$ cat src/rtl/display_scan_ctrl_pkg.sv
// Shared constants and types for the seven-segment display path.
// The anode decoder and score formatter import the same definitions.
package display_scan_ctrl_pkg;

  localparam int NUM_DIGITS = 8;
  localparam int SCAN_W     = 3;
  localparam int DIGIT_W    = 4;

  // All digits blanked: the display stays dark until real contents commit.
  localparam logic [NUM_DIGITS-1:0] RESET_BLANK = 8'hFF;

  // One full display frame: eight BCD nibbles plus per-digit blank flags.
  typedef struct packed {
    logic [NUM_DIGITS*DIGIT_W-1:0] digits;
    logic [NUM_DIGITS-1:0]         blank;
  } frame_t;

  localparam frame_t RESET_FRAME = '{digits: '0, blank: RESET_BLANK};

endpackage

$ cat src/rtl/display_scan_ctrl_if.sv
// Load/scan signal bundle between the score logic and the display scanner.
interface display_scan_ctrl_if;
  import display_scan_ctrl_pkg::*;

  logic                          load;
  logic [NUM_DIGITS*DIGIT_W-1:0] digits_in;
  logic [NUM_DIGITS-1:0]         blank_in;
  logic [SCAN_W-1:0]             en;
  logic [DIGIT_W-1:0]            digit;
  logic                          blank;
  logic                          tick;
  logic                          frame_start;
  logic                          pending;

  // Master supplies new frames and watches the scan.
  modport master (
    output load, digits_in, blank_in,
    input  en, digit, blank, tick, frame_start, pending
  );

  // Slave is the scan controller itself.
  modport slave (
    input  load, digits_in, blank_in,
    output en, digit, blank, tick, frame_start, pending
  );

endinterface

$ cat src/rtl/display_scan_ctrl_tick_gen.sv
// Prescaler: emits a one-cycle tick every TICK_DIV clock cycles.
// Also reused by the game timer.
module tick_gen #(
  parameter int unsigned TICK_DIV = 125000
) (
  input  logic clk,
  input  logic rst,
  output logic tick
);

  localparam int unsigned CNT_W = $clog2(TICK_DIV);

  logic [CNT_W-1:0] cnt_q, cnt_d;

  assign tick = (cnt_q == CNT_W'(TICK_DIV - 1));

  // Count up and wrap to zero on the terminal count.
  always_comb begin
    cnt_d = cnt_q + 1'b1;
    if (tick) cnt_d = '0;
  end

  // Counter register with synchronous reset.
  always_ff @(posedge clk) begin
    if (rst) cnt_q <= '0;
    else     cnt_q <= cnt_d;
  end

endmodule

$ cat src/rtl/display_scan_ctrl.sv
// Refresh scan controller: steps the digit index, double-buffers display
// contents and only swaps them in at a frame boundary so updates never tear.
module display_scan_ctrl
  import display_scan_ctrl_pkg::*;
#(
  parameter int unsigned TICK_DIV = 125000
) (
  input  logic                      clk,
  input  logic                      rst,
  display_scan_ctrl_if.slave        bus
);

  logic              tick;
  logic              frame_start;
  logic [SCAN_W-1:0] en_q, en_d;
  frame_t            act_q, act_d;
  frame_t            pend_q, pend_d;
  logic              pending_q, pending_d;
  logic [4:0]        nib_base;

  tick_gen #(.TICK_DIV(TICK_DIV)) u_tick_gen (
    .clk  (clk),
    .rst  (rst),
    .tick (tick)
  );

  assign frame_start = tick && (en_q == SCAN_W'(NUM_DIGITS - 1));
  assign nib_base    = {en_q, 2'b00};

  // Scan advance, commit at frame wrap, and capture of new frames; a load in
  // the commit cycle lands in the pending buffer after the old one moves out.
  always_comb begin
    en_d      = en_q;
    act_d     = act_q;
    pend_d    = pend_q;
    pending_d = pending_q;
    if (tick) en_d = en_q + 1'b1;
    if (frame_start && pending_q) begin
      act_d     = pend_q;
      pending_d = 1'b0;
    end
    if (bus.load) begin
      pend_d    = '{digits: bus.digits_in, blank: bus.blank_in};
      pending_d = 1'b1;
    end
  end

  // State registers; reset discards any pending frame and darkens the display.
  always_ff @(posedge clk) begin
    if (rst) begin
      en_q      <= '0;
      act_q     <= RESET_FRAME;
      pend_q    <= '0;
      pending_q <= 1'b0;
    end else begin
      en_q      <= en_d;
      act_q     <= act_d;
      pend_q    <= pend_d;
      pending_q <= pending_d;
    end
  end

  assign bus.en          = en_q;
  assign bus.digit       = act_q.digits[nib_base +: DIGIT_W];
  assign bus.blank       = act_q.blank[en_q];
  assign bus.tick        = tick;
  assign bus.frame_start = frame_start;
  assign bus.pending     = pending_q;

endmodule

$ cat src/flat_wrapper.sv
// flat-port wrapper written by rule: the top's interface ports become plain ports
module display_scan_ctrl_flat import display_scan_ctrl_pkg::*;
#(
  parameter int unsigned TICK_DIV = 125000
)
  (clk, rst, bus_load, bus_digits_in, bus_blank_in, bus_en, bus_digit, bus_blank, bus_tick, bus_frame_start, bus_pending);
  display_scan_ctrl_if bus_i ();
  input  logic clk;
  input  logic rst;
  input wire logic [$bits(bus_i.load)-1:0] bus_load;
  input wire logic [$bits(bus_i.digits_in)-1:0] bus_digits_in;
  input wire logic [$bits(bus_i.blank_in)-1:0] bus_blank_in;
  output wire logic [$bits(bus_i.en)-1:0] bus_en;
  output wire logic [$bits(bus_i.digit)-1:0] bus_digit;
  output wire logic [$bits(bus_i.blank)-1:0] bus_blank;
  output wire logic [$bits(bus_i.tick)-1:0] bus_tick;
  output wire logic [$bits(bus_i.frame_start)-1:0] bus_frame_start;
  output wire logic [$bits(bus_i.pending)-1:0] bus_pending;
  assign bus_i.load = bus_load;
  assign bus_i.digits_in = bus_digits_in;
  assign bus_i.blank_in = bus_blank_in;
  assign bus_en = bus_i.en;
  assign bus_digit = bus_i.digit;
  assign bus_blank = bus_i.blank;
  assign bus_tick = bus_i.tick;
  assign bus_frame_start = bus_i.frame_start;
  assign bus_pending = bus_i.pending;
  display_scan_ctrl #(.TICK_DIV(TICK_DIV)) u_core (.clk(clk), .rst(rst), .bus(bus_i));
endmodule
$ cat config.mk
export PLATFORM = sky130hd
export DESIGN_NAME = display_scan_ctrl_flat
export DESIGN_NICKNAME = d
export VERILOG_FILES = /design/src/rtl/display_scan_ctrl_pkg.sv /design/src/rtl/display_scan_ctrl_if.sv /design/src/rtl/display_scan_ctrl_tick_gen.sv /design/src/rtl/display_scan_ctrl.sv /design/src/flat_wrapper.sv
export SDC_FILE = /design/constraint.sdc
export NUM_CORES = 1
export LEC_CHECK = 0
export CAP_MARGIN = 20
export CORE_UTILIZATION = 50
export CTS_CLUSTER_SIZE = 16
export DETAILED_ROUTE_END_ITERATION = 7
export GPL_ROUTABILITY_DRIVEN = 0
export PLACE_DENSITY = 0.73
export SYNTH_ARGS = -nofsm -noshare
export SYNTH_HDL_FRONTEND = slang
export SYNTH_HIERARCHICAL = 1
export SYNTH_SLANG_ARGS = --single-unit
$ cat constraint.sdc
create_clock -name clk -period 4.1 [get_ports clk]
set_input_delay 1.23 -clock clk [delete_from_list [all_inputs] [get_ports clk]]
set_output_delay 1.23 -clock clk [all_outputs]
set_load 0.03 [all_outputs]
==> impl_metrics.env, run 1 <==
export IMPL_status="completed"
export IMPL_cts_root_buf="clkbuf_8"
export IMPL_syn2layout_area_growth_pct=19.3
export IMPL_cp_arrival_ns=2.55
export IMPL_cts_resized=0
export IMPL_overflow=0
export IMPL_h_tree_depth=3
export IMPL_synth_edf_count=0
export IMPL_fp_dieH_microns=92.5
export IMPL_n_fill_cell=670
export IMPL_crit_fanout=13
export IMPL_fin_crit_ns=3.78
export IMPL_use_met1_pct=26.2
export IMPL_grt_total_usage_pct=20.3
export IMPL_grtUsageMet3_pct=5.17
export IMPL_p_total_mw=1.88
export IMPL_synth_area_sq_um=4090
export IMPL_synth_most_common_cell="dfxtp_1"
export IMPL_cts_buffers_inserted=9
export IMPL_multiInputGateArea_sq_um=1920
export IMPL_synth_area_leaders="dfxtp_1 49%, mux2i_1 10%, nand2_1 7.8%, mux4_1 6.4%, nor2_1 5.9%"
export IMPL_dieArea_sq_um=8550
export IMPL_yosysTopAreaCellShare_pct=49.4
export IMPL_max_freq_ghz=0.264
export IMPL_synth_seq_cells=101
export IMPL_cp_end_kind="primary output"
export IMPL_reg2regPathDepth=7
export IMPL_required_ns=2.87
export IMPL_drv_cap=0
export IMPL_die_w_microns=92.5
export IMPL_wl_mm=8.12
export IMPL_postCtsSetupBuffers=0
export IMPL_ys_seq_area_share_pct=49.4
export IMPL_synth_top_cell_by_area="dfxtp_1"
export IMPL_ctsHoldBuffers=0
export IMPL_use_met2_pct=33.9
export IMPL_ff_latch_area_sq_um=2020
export IMPL_synth_distinct_cells=23
export IMPL_initial_core_util_pct=52.4
export IMPL_tightest_slew_ns=0.927
export IMPL_first_iter_violations=105
export IMPL_core_area_sq_um=7810
export IMPL_hold_violations=0
export IMPL_ios=54
export IMPL_fin_crit_sh_pct=92.3
export IMPL_dp_hpwl_mm=5.56
export IMPL_clock_path_buffers=2
export IMPL_rsz0062_at_grt="false"
export IMPL_ant_nets=0
export IMPL_vias=3036
export IMPL_critPathLaunchType="flip-flop"
export IMPL_holdWs_ns=0.456
export IMPL_grt_max_degree=50
export IMPL_finalSetupTns_ns=0
export IMPL_path_clk_slew_ns=0.10
export IMPL_async_reset_ff_share_pct=0
export IMPL_synthFlopType="dfxtp_1"
export IMPL_cts_tree="built"
export IMPL_drv_slew=0
export IMPL_clkLatencyLatePin_ns=0.35
export IMPL_drtPass1Iterations=4
export IMPL_vdd_ir_drop_worst_mv=0.269
export IMPL_ys_warn_count=6
export IMPL_synth_cells=430
export IMPL_io_buffers=53
export IMPL_final_nets=518
export IMPL_hold_path_class="flip-flop to flip-flop"
export IMPL_p_per_area_nw_per_um2=385
export IMPL_fin_util_pct=62.5
export IMPL_grt_pass1_vias=2952
export IMPL_grt_antenna_before_repair=0
export IMPL_vias_per_cell=5.25
export IMPL_synthTopCellsByCount="101 x dfxtp_1, 85 x nand2_1, 64 x nor2_1"
export IMPL_hold_depth=2
export IMPL_p_leak_nw=1.89
export IMPL_grt_busiest_layer="met2"
export IMPL_setup_viol=0
export IMPL_grt_pass1_wl_mm=13.6
export IMPL_route_detailed_drc=0
export IMPL_cts_sinks=101
export IMPL_wl_per_cell_microns=14.0
export IMPL_synthesis_nets=477
export IMPL_num_antenna_cells=0
export IMPL_drive_gt1_share_pct=6.51
export IMPL_crit_type="flip-flop to primary output"
export IMPL_avgSynthCellArea_sq_um=9.52
export IMPL_max_slew_margin_pct=38.0
export IMPL_skew_ns=0.0104
export IMPL_core_rowCount=32
## stage by stage
stage | area (sq um) | cells | worst slack [ns]
after floorplan | 4090 | 430 | 0.349
after global placement | 4640 | 562 | 0.734
after detailed placement | 4640 | 562 | 0.696
after CTS | 4880 | 578 | 0.300
after global routing | 4880 | 578 | 0.181
final | 4880 | 578 | 0.316
## kinds of logic after synthesis
family	count (synthesis)	synth area share [%]
buffers and inverters	32	3.76
multiplexers	57	18.1
AND/OR/NAND/NOR	186	19.4
adder cells (fa/ha/maj)	4	1.22
flip-flops	101	49.4
XOR/XNOR	16	3.42
AO/OA/AOI/OAI	34	4.71
## cells in the final DEF (no fill, tap or decap), drive strengths merged, types with 8 or more instances in the layout
cell	instances
dfxtp	101
nand2	85
mux4	10
a21oi	33
clkdlybuf4s50	50
nor2	64
clkbuf	9
mux2i	42
nand3	8
xnor2	14
nand3b	9
buf	8
## final timing paths
kind | start | end | slack, ns
setup / recovery | u_core/bus.en[1] | bus_digit[2] | 0.32
hold / removal | u_core/pend_q[34] | u_core/act_q[34] | 0.46
setup reg to reg | u_core/u_tick_gen/cnt_q[12] | u_core/act_q[21] | 1.77
hold reg to reg | u_core/pend_q[34] | u_core/act_q[34] | 0.46
## where the power goes
group	leakage (nW)	internal, mW	switching (mW)
combinational	0.950	0.0648	0.0484
sequential	0.823	1.01	0.0169
clock	0.116	0.408	0.337
total	1.89	1.48	0.402
## final cells by class
class	instances	area share [%]
Clock buffer	9	2.54
Clock inverter	7	2.51
Inverter	4	0.307
Multi-Input combinational cell	297	39.3
Sequential cell	101	41.4
Tap cell	102	2.61
Timing Repair Buffer	58	11.4
## worst max-delay path, stage by stage, from the launching register on
cell and delay, ns:
dfxtp_1 0.66, mux4_1 0.64, mux2_2 0.31, clkdlybuf4s50_1 0.60
## metal layers
layer / routed length, microns / up-vias
met4: 102 / 0
li1: - / 1536
met1: 3700 / 1416
met2: 3910 / 76
met5: 0 / -
met3: 402 / 8
## registers in the layout, indices dropped and copies added (netlist names)
name / count
u_core/pend_q: 40
u_core/bus.pending: 1
u_core/u_tick_gen/cnt_q: 17
u_core/act_q: 40
u_core/bus.en: 3
Power figures use the tool's default switching activity.
==> inputs of run 2 (changes only) <==
- CORE_UTILIZATION: 50 -> 35
- PLACE_DENSITY: 0.73 -> default
==> run 2 against run 1 <==
  * Die area up 42%
  * Combinational power about the same
  * Critical path type unchanged
  * Global-route usage down 5.5 points
  * Hold slack worse by 0.0016 ns
  * Clock power up 8.1%
==> impl_metrics.env, run 2 (same netlist as run 1, synthesis figures left out) <==
export IMPL_wl_mm=8.41
export IMPL_hold_depth=2
export IMPL_cp_end_kind="primary output"
export IMPL_cts_tree="built"
export IMPL_clock_path_buffers=2
export IMPL_grt_max_degree=46
export IMPL_r2r_start="u_core/u_tick_gen/cnt_q[6]"
export IMPL_ant_nets=0
export IMPL_hold_violations=0
export IMPL_die_w_microns=110
export IMPL_core_rowCount=39
export IMPL_ios=54
export IMPL_holdWs_ns=0.455
export IMPL_timing_rr_end="u_core/act_q[23]"
export IMPL_ctsHoldBuffers=0
export IMPL_setup_viol=0
export IMPL_fp_dieH_microns=110
export IMPL_p_per_area_nw_per_um2=390
export IMPL_drv_cap=0
export IMPL_final_cell_mix="101 x dfxtp_1, 85 x nand2_1, 64 x nor2_1"
export IMPL_status="completed"
export IMPL_wl_per_cell_microns=13.6
export IMPL_tightest_slew_ns=0.865
export IMPL_overflow=0
export IMPL_core_area_sq_um=11400
export IMPL_drv_slew=0
export IMPL_cp_arrival_ns=2.57
export IMPL_max_slew_margin_pct=42.1
export IMPL_fin_crit_sh_pct=92.8
export IMPL_required_ns=2.87
export IMPL_route_detailed_drc=0
export IMPL_skew_ns=0.00462
export IMPL_final_common_cell="dfxtp_1"
export IMPL_rsz0062_at_grt="false"
export IMPL_fin_ws_ns=0.296
export IMPL_syn2layout_area_growth_pct=21.6
export IMPL_path_cells="mux4_1, mux2_2, clkdlybuf4s50_1"
export IMPL_worstHoldStart="u_core/pend_q[21]"
export IMPL_final_nets=518
export IMPL_crit_type="flip-flop to primary output"
export IMPL_instances_no_fill=619
export IMPL_finalSetupTns_ns=0
export IMPL_max_freq_ghz=0.263
export IMPL_critPathBufInv=1
export IMPL_reg2reg_slack_ns=1.83
export IMPL_vias=3047
export IMPL_cts_resized=0
export IMPL_h_tree_depth=3
export IMPL_drtPass1Iterations=4
export IMPL_vdd_ir_drop_worst_mv=0.281
export IMPL_reg_largest_list="u_core/act_q x40, u_core/pend_q x40, u_core/u_tick_gen/cnt_q x17"
export IMPL_grt_pass1_wl_mm=13.5
export IMPL_reg2regPathDepth=8
export IMPL_postCtsSetupBuffers=0
export IMPL_grt_total_usage_pct=14.8
export IMPL_critPathMaxStageDelay_ns=0.72
export IMPL_io_buffers=53
export IMPL_p_leak_nw=1.91
export IMPL_grt_pass1_vias=2817
export IMPL_dieArea_sq_um=12100
export IMPL_hold_path_class="flip-flop to flip-flop"
export IMPL_fin_crit_ns=3.80
export IMPL_vias_per_cell=4.92
export IMPL_cts_root_buf="clkbuf_16"
export IMPL_preCtsSetupSlack_ns=0.657
export IMPL_min_to="u_core/act_q[21]"
export IMPL_dp_cells=603
export IMPL_critPathLaunchType="flip-flop"
export IMPL_dp_hpwl_mm=5.72
export IMPL_cts_buffers_inserted=9
export IMPL_crit_fanout=13
export IMPL_grt_antenna_before_repair=0
export IMPL_drive_gt1_share_pct=6.30
export IMPL_initial_core_util_pct=35.8
export IMPL_clkLatencyLatePin_ns=0.34
export IMPL_cts_sinks=101
export IMPL_path_clk_slew_ns=0.07
export IMPL_first_iter_violations=81
export IMPL_cp_slowest_cell="dfxtp_1"
export IMPL_cp_top_family="multiplexers"
export IMPL_num_antenna_cells=0
## run 2: changes by cell type in the layout (fill, tap and decap cells not counted), sizes merged
| cell | change |
|---|---|
| bufinv | -3 |
| buf | -1 |
| clkdlybuf4s50 | +1 |
| clkbuf | +2 |
| clkinv | +1 |
## run 2: how the worst max path moves through the flow
stage	start	end	slack (ns)	cells after the start
6_report	u_core/bus.en[0]	bus_digit[1]	0.30	3
4_1_cts	u_core/bus.en[0]	bus_blank	0.29	3
3_3_place_gp	u_core/bus.en[0]	bus_blank	0.72	3
3_5_place_dp	u_core/bus.en[0]	bus_blank	0.66	3
5_1_grt	u_core/u_tick_gen/cnt_q[6]	bus_frame_start	0.14	7
2_1_floorplan	u_core/u_tick_gen/cnt_q[12]	bus_frame_start	0.35	5
## run 2: stage by stage
stage | utilization, % | instance area [sq um] | total power, mW
global route | 43.6 | 4980 | 2.03
global placement | 41.1 | 4690 | 1.16
detailed placement | 41.1 | 4690 | 1.16
finish | 43.6 | 4980 | 1.94
floorplan | - | 4090 | 1.11
CTS | 43.6 | 4980 | 1.97
## run 2: metal layers
layer	wire length (microns)	share of wire (%)	GRT usage, %
met5	0	0	0
met4	133	1.6	4.32
met3	316	3.8	5.06
met2	4050	48	24.4
met1	3910	47	18.2
## run 2: area by class of cell
class	count	area [sq um]
clock inverter	5	33.8
multi-input combinational	297	1920
sequential	101	2020
clock buffer	11	253
inverter	4	15.0
timing repair buffer	58	558
fill	1140	6440
tap	143	179
## run 2: power breakdown
group | internal, mW | switching [mW] | leakage, nW
clock | 0.445 | 0.360 | 0.138
sequential | 1.01 | 0.0165 | 0.823
combinational | 0.0649 | 0.0480 | 0.948
total | 1.52 | 0.424 | 1.91
## run 2: worst min-delay path: stages (launching register included)
cell     delay [ns]
dfxtp_1        0.31
nand2_1        0.05
a21oi_1        0.05
